### config.mk
export PLATFORM = sky130hd
export DESIGN_NAME = pc_unit
export DESIGN_NICKNAME = d
export VERILOG_FILES = /design/src/rtl/cpu_pkg.sv /design/src/rtl/pc_next_sel.sv /design/src/rtl/pc_unit.sv
export SDC_FILE = /design/constraint.sdc
export NUM_CORES = 1
export LEC_CHECK = 0
export BUFFER_PORTS_ARGS = -buffer_cell sky130_fd_sc_hd__buf_2
export CORE_MARGIN = 4
export CORE_UTILIZATION = 47
export DETAILED_ROUTE_END_ITERATION = 12
export GPL_TIMING_DRIVEN = 0
export HOLD_SLACK_MARGIN = 0.02
export PLACE_DENSITY = 0.76
export SYNTH_ARGS = -nofsm -noshare
export SYNTH_HDL_FRONTEND = slang
export SYNTH_SLANG_ARGS = --single-unit
export TNS_END_PERCENT = 20
### constraint.sdc
create_clock -name clk -period 2.2 [get_ports clk]
set_input_delay 0.22 -clock clk [delete_from_list [all_inputs] [get_ports clk]]
set_output_delay 0.22 -clock clk [all_outputs]
set_load 0.005 [all_outputs]
### src/rtl/cpu_pkg.sv
// Shared types and constants for the fetch-side PC logic.
// Holds FSM encodings, step sizes and default vectors.
package cpu_pkg;

    typedef enum logic [1:0] {
        ST_BOOT = 2'b00,
        ST_RUN  = 2'b01,
        ST_HALT = 2'b10,
        ST_BAD  = 2'b11
    } pc_state_e;

    localparam int INSN_STEP4 = 4;
    localparam int INSN_STEP2 = 2;

    localparam logic [31:0] DEF_RESET_VEC = 32'h0000_0000;
    localparam logic [31:0] DEF_TRAP_VEC  = 32'h0000_0100;

endpackage

### src/rtl/pc_next_sel.sv
// Combinational next-PC selection for the RUN state.
// Priority: trap, mret, aligned branch, misaligned branch, stall, step.
module pc_next_sel
    import cpu_pkg::*;
#(
    parameter int              XLEN     = 32,
    parameter logic [XLEN-1:0] TRAP_VEC = DEF_TRAP_VEC,
    parameter int              C_EXT    = 0
) (
    input  logic [XLEN-1:0] pc,
    input  logic [XLEN-1:0] epc,
    input  logic            stall_i,
    input  logic            br_taken_i,
    input  logic [XLEN-1:0] br_target_i,
    input  logic            insn_len2_i,
    input  logic            trap_i,
    input  logic            mret_i,
    output logic [XLEN-1:0] next_pc,
    output logic            take_trap,
    output logic            misalign
);

    logic            bad_tgt;
    logic [XLEN-1:0] step;

    // Without compressed insns every target must be word aligned.
    assign bad_tgt = br_target_i[0] | ((C_EXT == 0) & br_target_i[1]);
    assign step = ((C_EXT != 0) && insn_len2_i) ? XLEN'(INSN_STEP2)
                                                : XLEN'(INSN_STEP4);

    always_comb begin
        next_pc   = pc + step;
        take_trap = 1'b0;
        misalign  = 1'b0;
        if (trap_i) begin
            next_pc   = TRAP_VEC;
            take_trap = 1'b1;
        end else if (mret_i) begin
            next_pc = epc;
        end else if (br_taken_i && !bad_tgt) begin
            next_pc = br_target_i;
        end else if (br_taken_i) begin
            next_pc   = TRAP_VEC;
            take_trap = 1'b1;
            misalign  = 1'b1;
        end else if (stall_i) begin
            next_pc = pc;
        end
    end

endmodule

### src/rtl/pc_unit.sv
// Program counter with boot hold, halt/resume, EPC and
// misaligned-redirect trapping; feeds instruction fetch.
module pc_unit
    import cpu_pkg::*;
#(
    parameter int              XLEN        = 32,
    parameter logic [XLEN-1:0] RESET_VEC   = DEF_RESET_VEC,
    parameter logic [XLEN-1:0] TRAP_VEC    = DEF_TRAP_VEC,
    parameter int              BOOT_CYCLES = 2,
    parameter int              C_EXT       = 0
) (
    input  logic            clk,
    input  logic            rst,
    input  logic            stall_i,
    input  logic            br_taken_i,
    input  logic [XLEN-1:0] br_target_i,
    input  logic            insn_len2_i,
    input  logic            trap_i,
    input  logic            mret_i,
    input  logic            halt_i,
    input  logic            resume_i,
    output logic [XLEN-1:0] pc_o,
    output logic            pc_valid_o,
    output logic [XLEN-1:0] epc_o,
    output logic            misalign_o,
    output logic [1:0]      state_o
);

    pc_state_e       state_q, state_d;
    logic [3:0]      cnt_q;
    logic [XLEN-1:0] pc_q, epc_q;
    logic            mis_q, valid_q, valid_d;
    logic [XLEN-1:0] next_pc;
    logic            take_trap, misalign;
    logic            run;

    assign run = (state_q == ST_RUN);

    pc_next_sel #(
        .XLEN     (XLEN),
        .TRAP_VEC (TRAP_VEC),
        .C_EXT    (C_EXT)
    ) u_sel (
        .pc          (pc_q),
        .epc         (epc_q),
        .stall_i     (stall_i),
        .br_taken_i  (br_taken_i),
        .br_target_i (br_target_i),
        .insn_len2_i (insn_len2_i),
        .trap_i      (trap_i),
        .mret_i      (mret_i),
        .next_pc     (next_pc),
        .take_trap   (take_trap),
        .misalign    (misalign)
    );

    always_ff @(posedge clk) begin
        if (!rst) begin
            state_q <= ST_BOOT;
            valid_q <= 1'b0;
        end else begin
            state_q <= state_d;
            valid_q <= valid_d;
        end
    end

    always_comb begin
        state_d = state_q;
        unique case (state_q)
            ST_BOOT: begin
                if (BOOT_CYCLES == 0 || cnt_q == 4'(BOOT_CYCLES - 1))
                    state_d = ST_RUN;
            end
            ST_RUN:  if (halt_i) state_d = ST_HALT;
            ST_HALT: if (resume_i) state_d = ST_RUN;
            default: state_d = ST_BOOT;
        endcase
    end

    always_comb begin
        valid_d = (state_d == ST_RUN);
    end

    always_ff @(posedge clk) begin
        if (!rst) begin
            cnt_q <= '0;
            pc_q  <= RESET_VEC;
            epc_q <= '0;
            mis_q <= 1'b0;
        end else begin
            // Counter restarts if BOOT is re-entered from the unused state.
            cnt_q <= (state_q == ST_BOOT) ? cnt_q + 4'd1 : 4'd0;
            mis_q <= run & misalign;
            if (run) begin
                pc_q <= next_pc;
                if (take_trap)
                    epc_q <= pc_q;
            end
        end
    end

    assign pc_o       = pc_q;
    assign pc_valid_o = valid_q;
    assign epc_o      = epc_q;
    assign misalign_o = mis_q;
    assign state_o    = state_q;

endmodule

==> summary.txt <==
Synthesis
  • #FFs+latches synth: 72
  • Synth unique cells: 52
  • Mapped Area: 3860 um2
  • Number of synthesized flops with an enable pin: 0
  • Syn Inst Count: 482
  • Mux contribution to synthesized area: 8.82%
  • Adder-cell share of the synthesized area: 0.972%
  • Sequential element share of the synthesized area: 37.3%
  • Ys flop type: dfxtp_1
  • Synth Area in Compound Gates: 21.7%
  • Synthesized Nets: 526
  • Ys Warns: 0
  • Simple-gate share of the synthesized area: 24.2%
  • Post-synthesis xor/xnor area fraction: 2.50%
  • Synth async-reset ratio: 0%
  • Largest family of logic cells by synthesized area: simple AND/OR/NAND/NOR gates
  • Avg Cell Area, Syn: 8.01 um2

Placement
  • Port Buffers: 106
  • Post-detailed-placement half-perimeter wirelength: 9.61 mm
  • Routability cong.: 0.940

Worst setup path
  • Worst Reg2Reg Path Length in Cells: 6
  • Worst endpoint data arrival time: 2.52 ns
  • Kind of critical path: flip-flop to flip-flop
  • Worst endpoint required time: 2.51 ns
  • CP Launch Type: flip-flop
  • Reg-to-reg setup timing slack: -0.01 ns
  • R2R Path End: pc_o[28]
  • CP max FO: 7
  • Crit path capture type: flip-flop
  • Critical R2R Launch: pc_o[2]

Clock network
  • Reg clk slew, reported paths: 0.09 ns
  • CTS Sinks: 72
  • CTS buffer count: 9
  • Clock root buffer: clkbuf_8
  • CTS Hold Buffers Added: 0
  • CTS tree: built
  • Max clock buf depth: 2
  • Post-CTS setup buffers: 0
  • CTS HTree Levels: 3
  • Clock latency on the worst-skew pair: 0.36 ns

STA
  • Final hold violation count: 0
  • Final worst slack: -0.0138 ns
  • FMAX: 452 MHz
  • Setup_tns: -0.0138 ns
  • Fin crit share: 101%
  • Slew Viols, Final: 0
  • Fin Clk Skew: 0.0122 ns
  • Tmin final: 2.21 ns
  • Unrepaired setup endpoints after global routing: yes
  • Rel. slew slack: 53.1%
  • Endpoints failing setup: 1
  • Slew @ Worst Pin: 0.703 ns

Run status
  • Failing checks: setup timing
  • Run status: complete, but fails checks

Layout
  • Final core area utilization: 61.4%
  • # diodes: 0
  • Most frequent cells in the layout: 114 x buf_2, 68 x dfxtp_1, 59 x nor2_1, 42 x nand2_1, 39 x o21ai_0
  • Layout cell share with drive strength beyond 1: 25.7%
  • Final #Nets: 643
  • Commonest non-fill, non-tap cell in the layout: buf_2
  • Area Growth Syn to Fin: 24.8%

Floorplan
  • Area of the core: 7850 um2
  • Die Ht: 98.6 um
  • Io pins: 109
  • Site Rows: 32
  • Die span in x: 98.6 um
  • Initial core utilization: 49.2%
  • Total die area: 9730 um2

Routing
  • Initial DRC Count: 494
  • Routed vias/inst: 6.18
  • Detailed Routing Iterations Pass 1: 5
  • Routed Antenna Nets: 0
  • Avg WL per Cell: 19.0 um
  • Drt total wl: 13.4 mm
  • Vias after detailed routing: 4364
  • Post-route DRC: 0

Pwr
  • Leakage power: 1.90 nW
  • Power Dens Cells: 603 nW/um2
  • IR Drop Worst-Case VDD: 0.000351 V
  • Power Total: 2.91 mW

Min path
  • Hold Path End: state_o[1]
  • Hold path cells: 3
  • Hold path start: halt_i
  • Hold Crit Class: input pin to flip-flop

GRT
  • GRT overflow: 0
  • Total GRT Usage: 26.9%
  • Number of global-route vias before repair: 4149
  • Global-route wire length before repair: 21.1 mm
  • Antenna violations before repair: 0
  • Largest net degree at the start of global routing: 15

Job
  • MaxCap Viol Count: 0
==> cell families after synthesis <==
logic type / after synthesis
buf+inv: 43
compound gates: 129
mux: 34
fa+ha+maj: 3
xor+xnor: 11
flops: 72
simple gates: 190
==> Yosys cell counts, types with 6 or more instances <==
cell type | n | area share, %
dfxtp_1 | 72 | 37
nor2_1 | 60 | 5.8
nand2_1 | 42 | 4.1
o21ai_0 | 40 | 5.2
mux2i_1 | 34 | 8.8
a21oi_1 | 30 | 3.9
clkbuf_1 | 21 | 2.0
nand3_1 | 14 | 1.8
nand2b_1 | 11 | 1.8
nand4_1 | 11 | 1.8
nor3_1 | 11 | 1.4
nor4_1 | 10 | 1.6
inv_1 | 9 | 0.88
buf_2 | 8 | 1.0
o21a_1 | 7 | 1.4
a221oi_1 | 6 | 1.4
and3_1 | 6 | 0.97
o31ai_1 | 6 | 1.2
or3_1 | 6 | 0.97
xnor2_1 | 6 | 1.4
==> critical path, stage by stage, from the launching register on <==
cell and delay (ns):
dfxtp_4 0.40, ha_4 0.17, nand3_2 0.20, or4_4 0.61, or4_1 0.48, a21oi_1 0.15
o21a_1 0.14
==> state kept, by name (all words and copies together) (netlist names) <==
name	flops
cnt_q	4
epc_o	32
misalign_o	1
pc_o	32
pc_valid_o	1
state_o	2
==> worst max-delay path by stage <==
stage	startpoint	slack, ns	end	cells past startpoint
4_1_cts	pc_o[5]	0.005	pc_o[27]	5
3_3_place_gp	pc_o[2]	-0.38	pc_o[20]	6
6_report	pc_o[2]	-0.01	pc_o[28]	6
3_5_place_dp	pc_o[2]	-0.39	pc_o[20]	6
5_1_grt	pc_o[3]	-0.09	pc_o[28]	6
2_1_floorplan	pc_o[2]	0.04	pc_o[28]	6
==> where the power goes <==
group	switching [mW]	leakage, nW	internal [mW]
clock network	0.547	0.0966	0.533
logic	0.283	1.22	0.165
registers	0.0450	0.583	1.33
==> timing repair <==
item | 4_1_cts | 5_1_grt
setup endpoints to repair | 19 | 24
gates resized for setup | 11 | 12
pin swaps | 0 | 1
==> metal layers <==
| layer | routed length, um | GRT usage, % |
|---|---|---|
| met1 | 5490 | 35.2 |
| met2 | 6130 | 42.8 |
| met3 | 1310 | 4.81 |
| met4 | 467 | 12.8 |
| met5 | 0 | 0 |
==> area by class of cell <==
type / count / area, um2
timing repair buffer: 106 / 531
clock buffer: 9 / 124
sequential: 72 / 1450
clock inverter: 7 / 76.3
buffer: 31 / 128
tap: 102 / 128
fill: 726 / 3030
multi-input combinational: 367 / 2340
inverter: 12 / 45.0
==> metrics by stage <==
stage          worst slack [ns]  instances  instance area [um2]  hold slack (ns)
6_report                -0.0138        706                 4820            0.120
2_1_floorplan            0.0432        482                 3860            0.337
4_1_cts                 0.00533        706                 4770            0.115
5_1_grt                 -0.0907        706                 4820            0.145
3_5_place_dp             -0.395        690                 4520            0.469
3_3_place_gp             -0.381        690                 4520            0.444
(Power assumes the default switching activity.)
